--- config.mk ---
export PLATFORM = sky130hd
export DESIGN_NAME = alu_op_sequencer
export DESIGN_NICKNAME = d
export VERILOG_FILES = /design/src/rtl/alu_seq_pkg.sv /design/src/rtl/alu_seq_regfile.sv /design/src/rtl/alu_op_sequencer.sv
export SDC_FILE = /design/constraint.sdc
export NUM_CORES = 1
export LEC_CHECK = 0
export CAP_MARGIN = 30
export CORE_MARGIN = 2
export CORE_UTILIZATION = 60
export DETAILED_ROUTE_END_ITERATION = 8
export DONT_BUFFER_PORTS = 1
export HOLD_SLACK_MARGIN = 0.06
export PLACE_DENSITY = 0.76
export SLEW_MARGIN = 5
export SYNTH_ARGS = -nofsm -noshare
export SYNTH_HDL_FRONTEND = slang
export SYNTH_SLANG_ARGS = --single-unit
--- constraint.sdc ---
create_clock -name clk -period 1.95 [get_ports clk]
set_input_delay 0.0975 -clock clk [delete_from_list [all_inputs] [get_ports clk]]
set_output_delay 0.0975 -clock clk [all_outputs]
set_load 0.01 [all_outputs]
--- src/rtl/alu_seq_pkg.sv ---
// Shared types and constants for the ALU operand/opcode sequencer.
// Opcode values follow the downstream 8-bit combinational ALU.
package alu_seq_pkg;

    typedef enum logic [1:0] {
        ST_IDLE    = 2'd0,
        ST_ISSUE   = 2'd1,
        ST_CAPTURE = 2'd2,
        ST_WB      = 2'd3
    } seq_state_t;

    localparam logic [3:0] SEL_ZERO  = 4'h0;
    localparam logic [3:0] SEL_PASSB = 4'h1;
    localparam logic [3:0] SEL_PASSA = 4'h2;
    localparam logic [3:0] SEL_ONES  = 4'h3;
    localparam logic [3:0] SEL_NOTA  = 4'h4;
    localparam logic [3:0] SEL_NOTB  = 4'h5;
    localparam logic [3:0] SEL_AND   = 4'h6;
    localparam logic [3:0] SEL_OR    = 4'h7;
    localparam logic [3:0] SEL_ADD   = 4'h8;
    localparam logic [3:0] SEL_SUB   = 4'h9;
    localparam logic [3:0] SEL_INC   = 4'hA;
    localparam logic [3:0] SEL_DEC   = 4'hB;
    localparam logic [3:0] SEL_NEG   = 4'hC;
    localparam logic [3:0] SEL_CMP   = 4'hD;
    localparam logic [3:0] SEL_XOR   = 4'hE;
    localparam logic [3:0] SEL_XNOR  = 4'hF;

    // Opcodes below this leave the ALU flags undefined.
    localparam logic [3:0] FLAG_OP_MIN = 4'h8;

    localparam int FLAG_Z = 0;
    localparam int FLAG_C = 1;
    localparam int FLAG_P = 2;
    localparam int FLAG_S = 3;

    function automatic logic [3:0] pack_flags(input logic s, input logic p,
                                              input logic c, input logic z);
        logic [3:0] f;
        f         = 4'b0000;
        f[FLAG_S] = s;
        f[FLAG_P] = p;
        f[FLAG_C] = c;
        f[FLAG_Z] = z;
        return f;
    endfunction

    function automatic logic is_flag_op(input logic [3:0] sel);
        return (sel >= FLAG_OP_MIN);
    endfunction

endpackage

--- src/rtl/alu_seq_regfile.sv ---
// Small register file for the sequencer: two operand read ports, a debug
// peek port and one synchronous write port.
module alu_seq_regfile
    import alu_seq_pkg::*;
#(
    parameter int NREGS = 4,
    parameter int DW    = 8,
    localparam int AW   = $clog2(NREGS)
) (
    input  logic          clk,
    input  logic          rst_n,
    input  logic          we,
    input  logic [AW-1:0] waddr,
    input  logic [DW-1:0] wdata,
    input  logic [AW-1:0] raddr_a,
    output logic [DW-1:0] rdata_a,
    input  logic [AW-1:0] raddr_b,
    output logic [DW-1:0] rdata_b,
    input  logic [AW-1:0] peek_addr,
    output logic [DW-1:0] peek_data
);

    logic [DW-1:0] regs_r [NREGS];

    // Storage array with synchronous clear.
    always_ff @(posedge clk) begin
        if (!rst_n) begin
            for (int i = 0; i < NREGS; i++) begin
                regs_r[i] <= {DW{1'b0}};
            end
        end else if (we) begin
            regs_r[waddr] <= wdata;
        end
    end

    assign rdata_a   = regs_r[raddr_a];
    assign rdata_b   = regs_r[raddr_b];
    assign peek_data = regs_r[peek_addr];

endmodule

--- src/rtl/alu_op_sequencer.sv ---
// Serial instruction sequencer in front of the combinational ALU: issues
// registered operands, captures the ALU result, then writes it back.
module alu_op_sequencer
    import alu_seq_pkg::*;
#(
    parameter int NREGS = 4,
    parameter int DW    = 8
) (
    input  logic          clk,
    input  logic          rst_n,
    input  logic          in_valid,
    output logic          in_ready,
    input  logic [3:0]    in_sel,
    input  logic [1:0]    in_rd,
    input  logic [1:0]    in_ra,
    input  logic [1:0]    in_rb,
    input  logic          in_use_imm,
    input  logic [DW-1:0] in_imm,
    output logic [DW-1:0] alu_a,
    output logic [DW-1:0] alu_b,
    output logic [3:0]    alu_sel,
    input  logic [DW-1:0] alu_su,
    input  logic          alu_z,
    input  logic          alu_c,
    input  logic          alu_s,
    input  logic          alu_p,
    output logic          res_valid,
    output logic [DW-1:0] res_data,
    output logic [1:0]    res_rd,
    output logic [3:0]    flags,
    input  logic [1:0]    peek_addr,
    output logic [DW-1:0] peek_data
);

    seq_state_t    state_r;
    seq_state_t    state_nx_s;
    logic          ready_s;
    logic          load_s;
    logic          capture_s;
    logic          enter_wb_s;
    logic          wb_s;
    logic [1:0]    rd_r;
    logic [DW-1:0] res_r;
    logic [3:0]    cflags_r;
    logic [DW-1:0] rf_a_s;
    logic [DW-1:0] rf_b_s;

    alu_seq_regfile #(
        .NREGS (NREGS),
        .DW    (DW)
    ) u_regfile (
        .clk       (clk),
        .rst_n     (rst_n),
        .we        (wb_s),
        .waddr     (rd_r),
        .wdata     (res_r),
        .raddr_a   (in_ra),
        .rdata_a   (rf_a_s),
        .raddr_b   (in_rb),
        .rdata_b   (rf_b_s),
        .peek_addr (peek_addr),
        .peek_data (peek_data)
    );

    // FSM state register.
    always_ff @(posedge clk) begin
        if (!rst_n) begin
            state_r <= ST_IDLE;
        end else begin
            state_r <= state_nx_s;
        end
    end

    // Next-state and per-state control strobes.
    always_comb begin
        state_nx_s = state_r;
        ready_s    = 1'b0;
        load_s     = 1'b0;
        capture_s  = 1'b0;
        enter_wb_s = 1'b0;
        wb_s       = 1'b0;
        case (state_r)
            ST_IDLE: begin
                ready_s = 1'b1;
                if (in_valid) begin
                    load_s     = 1'b1;
                    state_nx_s = ST_ISSUE;
                end else begin
                    state_nx_s = ST_IDLE;
                end
            end
            ST_ISSUE: begin
                capture_s  = 1'b1;
                state_nx_s = ST_CAPTURE;
            end
            ST_CAPTURE: begin
                // Hold cycle kept so latency matches a registered-ALU build.
                enter_wb_s = 1'b1;
                state_nx_s = ST_WB;
            end
            ST_WB: begin
                wb_s       = 1'b1;
                state_nx_s = ST_IDLE;
            end
            default: begin
                state_nx_s = ST_IDLE;
            end
        endcase
    end

    assign in_ready = ready_s;

    // Operand issue, result capture, writeback outputs and committed flags.
    always_ff @(posedge clk) begin
        if (!rst_n) begin
            alu_a     <= {DW{1'b0}};
            alu_b     <= {DW{1'b0}};
            alu_sel   <= 4'h0;
            rd_r      <= 2'd0;
            res_r     <= {DW{1'b0}};
            cflags_r  <= 4'h0;
            res_valid <= 1'b0;
            res_data  <= {DW{1'b0}};
            res_rd    <= 2'd0;
            flags     <= 4'h0;
        end else begin
            if (load_s) begin
                alu_a   <= rf_a_s;
                alu_b   <= in_use_imm ? in_imm : rf_b_s;
                alu_sel <= in_sel;
                rd_r    <= in_rd;
            end
            if (capture_s) begin
                res_r    <= alu_su;
                cflags_r <= pack_flags(alu_s, alu_p, alu_c, alu_z);
            end
            res_valid <= enter_wb_s;
            if (enter_wb_s) begin
                res_data <= res_r;
                res_rd   <= rd_r;
            end
            // alu_sel is still the issued opcode here; it only reloads in IDLE.
            if (wb_s && is_flag_op(alu_sel)) begin
                flags <= cflags_r;
            end
        end
    end

endmodule
# Word-level counts from Yosys, hierarchy flattened
# Memories as Yosys holds them, arrays and structs flattened. A register that Yosys moved wholly into a read port is not among the register bits.
# Index checks and enable logic that the tools add are counted.
# totals
register_bits,43
ram_bits,32
inputBits,36
out_inout_bits,44
mem_count,1
# op_classes
order_cmp,1
n_eq_ne,3
n_mux,16
reduce_logical,4
# memory_table
name,words,word_bits,rd,rd_clocked_by_memory_dff,wr,line,source
u_regfile.regs_r,4,8,3,1,4,alu_seq_regfile.sv:23,logic [DW-1:0] regs_r [NREGS];
# ops
operator,n
two-way mux 8 bit,2
two-way mux 1 bit,12
one-hot mux 2 bit (4 select lines),1
OR reduction 8 bit,1
equality test 2 bit (second input constant),2
>= comparator 4 bit (second input constant),1
equality test 2 x 1 -> 1 bit (second input constant),1
logical NOT 2 bit,1
two-way mux 2 bit,1
logical AND 1 bit,1
logical NOT 1 bit,1

# Depth between registers and ports, before layout
# depth
ltp_word,7
depth_mapped,6

# By module
# A second synthesis with hierarchy kept.
# hier_totals
cells_unflattened,311
hier_area_um2,4018.9
# modules_own_cells
mod,n_inst,cells_per_inst,area_per_inst_um2,seq_area_each_um2
alu_op_sequencer,1,204,2188.3,1021.0
alu_seq_regfile,1,107,1830.5,960.9

# Least setup slack after synthesis
# OpenSTA, ideal clock, no wires.
# synth_path
path_kind,flip-flop to flip-flop
from,reg state_r[0]
to,mem u_regfile.regs_r[1][0] (enable)
arrival_time_ps,1311
t_required_ps,1616
setup_slack_ps,305
path_stages_with_launch,5
path_buffers,0
synth_period_minus_slack_ps,1645
cell_sequence,dfxtp_1 > ha_1 > nand2_1 > nor3b_2 > nand2b_1
# synth_lines
element,line,source
"start, declared",alu_op_sequencer.sv:35,seq_state_t state_r;
"start signal, assigned",alu_op_sequencer.sv:70,state_r <= state_nx_s;
"end, declared",alu_seq_regfile.sv:23,

==> impl_metrics.toml <==
[routing]
vias = 2584
routed_via_density = 6.052
first_pass_iters = 6
routed_wl_um = 8046
ant_nets = 0
wl_per_cell_um = 18.84
drt_iter0_markers = 197
drc = 0

[run]
drv_cap = 0

[sta]
worst_pin_slew_ns = 0.5959
skew_ns = 0.008183
hold_viol_final = 0
max_freq_mhz = 541.7
rsz0062_at_grt = "no"
finalSetupViolations = 0
drv_slew = 0
slew_headroom = 0.6019
min_period_over_period = 0.9467
final.setup.tns_ns = 0
period_minus_slack_ns = 1.846

[clock_network]
clk_latency_ns = 0.36
clk_pin_slew_ns = 0.08
cts_num_sinks = 83
clockBufferDepth = 2
h-tree-depth = 3
numCtsBuffers = 9
cts_tree = "done"
post-cts-setup-buffer-count = 0
clock-root-buffer = "clkbuf_8"

[power_and_ir_drop]
switching_share = 0.2613
p_int_mw = 2.563
total_leakage_power_nw = 1.620
seqPwrFrac = 0.574
p_clk_frac = 0.305
p_sw_mw = 0.9065
peakVddDrop_uv = 564.8
comb_power_share = 0.120
cellPowerDensity_nw_per_um2 = 798.9

[synthesis]
syn_inst = 317
netlist.area_leader.share = 0.2671
synthArstFlopShare = 0
syn-num-nets = 358
synth_area_leader_cell = "dfxtp_1"
synth_edf_count = 32
synth_top_family_by_area = "multiplexers"
yosys.area_share.simple = 0.1656
synth_area_um2 = 3822
synth-seq-area-share = 0.5185
ys.flop_type = "dfxtp_1"
yosysWarnings = 0
synth.area.top_cells = "dfxtp_1 (27%), edfxtp_1 (25%), mux4_2 (9.4%), mux2i_1 (6.0%), and2_1 (4.4%)"
synth-xor-area-share = 0
synth-adder-area-share = 0.01637
synth_commonest_cells = "dfxtp_1 (51), nand2_1 (36), edfxtp_1 (32)"
synth_area_per_cell_um2 = 12.06
synth_mux_area_frac = 0.2036
ys_seq_elements = 83
yosysUniqueCellTypes = 27
synthMostInstantiatedCell = "dfxtp_1"
synth-compound-area-share = 0.06154

[global_route]
grt_pass1_wl_um = 13040
grt_max_degree = 60
grt_pass1_vias = 2612
overflow = 0
grt.total_usage = 0.2399
grt_antenna_before_repair = 0

[floorplan]
rows = 29
dieArea_um2 = 7025
dieHeight_um = 83.82
start_util = 0.6125
fp.dieW_um = 83.82
io_pins = 80
coreArea_um2 = 6241

[final_layout]
n_antenna_cell = 0
multi_input_area_um2 = 1710
finalInstanceArea_um2 = 4343
finish.net_count = 386
drive_above_1_share = 0.1629
fillers = 449
syn2layout_area_growth_pct = 13.62
register_area_um2 = 1982

[setup_path]
cp-start-kind = "flip-flop"
endpoint_kind = "flip-flop"
worst_ep_required_time_ns = 2.18
crit_fanout = 3
critical_path_class = "flip-flop to flip-flop"
slowest_stage = "dlygate4sd3_1"
crit_path_max_incr_delay_ns = 0.61
path_cells = "mux2_4 -> a222oi_1 -> dlygate4sd3_1 -> a21oi_1"
arrival_ns = 2.08

[hold_path]
hold_class = "input port to flip-flop"

[placed_design]
place_area_um2 = 3840
dpl.hpwl_um = 5380
place_congestion = 0.8353
portBuffers = 0

[run_status]
status = "finished, final reports clean"
## worst paths after layout
| path | slack [ns] | end | startpoint | cells past startpoint |
|---|---|---|---|---|
| max | 0.10 | alu_b[6] | u_regfile.regs_r[1][6] | 4 |
| max reg2reg | 0.10 | alu_b[6] | u_regfile.regs_r[1][6] | 4 |
| min | 0.07 | alu_a[4] | in_ra[0] | 3 |
| min reg2reg | 0.49 | flags[3] | cflags_r[3] | 2 |
## power groups by stage
| stage | Combinational (mW) | Clock (mW) | Sequential (mW) |
|---|---|---|---|
| 2_1_floorplan | 0.325 | 0 | 2.00 |
| 3_5_place_dp | 0.333 | 0 | 2.03 |
| 4_1_cts | 0.414 | 1.08 | 1.99 |
| 6_report | 0.418 | 1.06 | 1.99 |
| 3_3_place_gp | 0.322 | 0 | 2.03 |
| 5_1_grt | 0.453 | 1.16 | 2.01 |
## through the flow
stage	power [mW]	hold slack, ns	worst slack (ns)	instances	util
after floorplan	2.325	0.2424	0.3048	317	-
after global placement	2.349	0.2237	0.4181	378	0.6153
after detailed placement	2.364	0.2324	0.3102	378	0.6153
after CTS	3.486	0.06056	0.09516	427	0.6957
after global routing	3.615	0.07512	0.01174	427	0.6959
final	3.470	0.07308	0.1040	427	0.6959
## critical path, delay by kind of cell, from the launching register on
kind	cells	cell delay, ns
buffers and inverters	1	0.61
flip-flops	1	0.44
AO/OA/AOI/OAI	2	0.39
multiplexers	1	0.28
## state kept, by name, summed over array words and instances, names as in the netlist
register / count
res_r: 8
rd_r: 2
alu_sel: 4
state_r: 2
u_regfile.regs_r: 32
alu_a: 8
res_data: 8
cflags_r: 4
res_rd: 2
res_valid: 1
flags: 4
alu_b: 8
## final cells by class
cell class	count	share of cell area
clock inverter	5	0.006914
tap	77	0.02218
timing repair buffer	39	0.08874
clock buffer	11	0.03025
sequential	83	0.4564
multi-input combinational	210	0.3938
inverter	2	0.001729
## placed cells by master (no fill, tap or decap), types with 2 or more instances in the layout
cell type,count
and2_1,26
buf_4,6
ha_1,5
a222oi_1,8
clkinv_2,3
mux2_2,14
a21boi_0,10
edfxtp_1,32
o21ai_0,8
dlygate4sd3_1,32
dfxtp_1,51
nand2_1,36
inv_1,2
nor2b_1,24
nor3b_2,2
clkinvlp_4,2
and3_1,9
clkbuf_1,2
a21oi_1,8
nand3_1,13
clkbuf_8,9
nand2b_1,3
mux4_2,16
mux2i_1,23
mux2_4,2
## logic make-up (layout without fill, tap and decap cells)
logic type,Yosys count,after routing
flops,83,83
mux,55,55
compound gates,34,34
fa+ha+maj,5,5
simple gates,116,116
buf+inv,24,57
## what timing repair did
| action | 4_1_cts | 5_1_grt |
|---|---|---|
| resized for setup | 0 | 1 |
| setup endpoints to repair | 0 | 2 |
| hold buffers | 33 | 0 |
| hold endpoints to repair | 59 | 0 |
## metal layers
layer,part of all wire,track usage
met1,0.42,0.2972
met2,0.48,0.3891
met3,0.065,0.06231
met4,0.035,0.1217
met5,0,0
No activity file was read; power rests on OpenSTA's default activity.
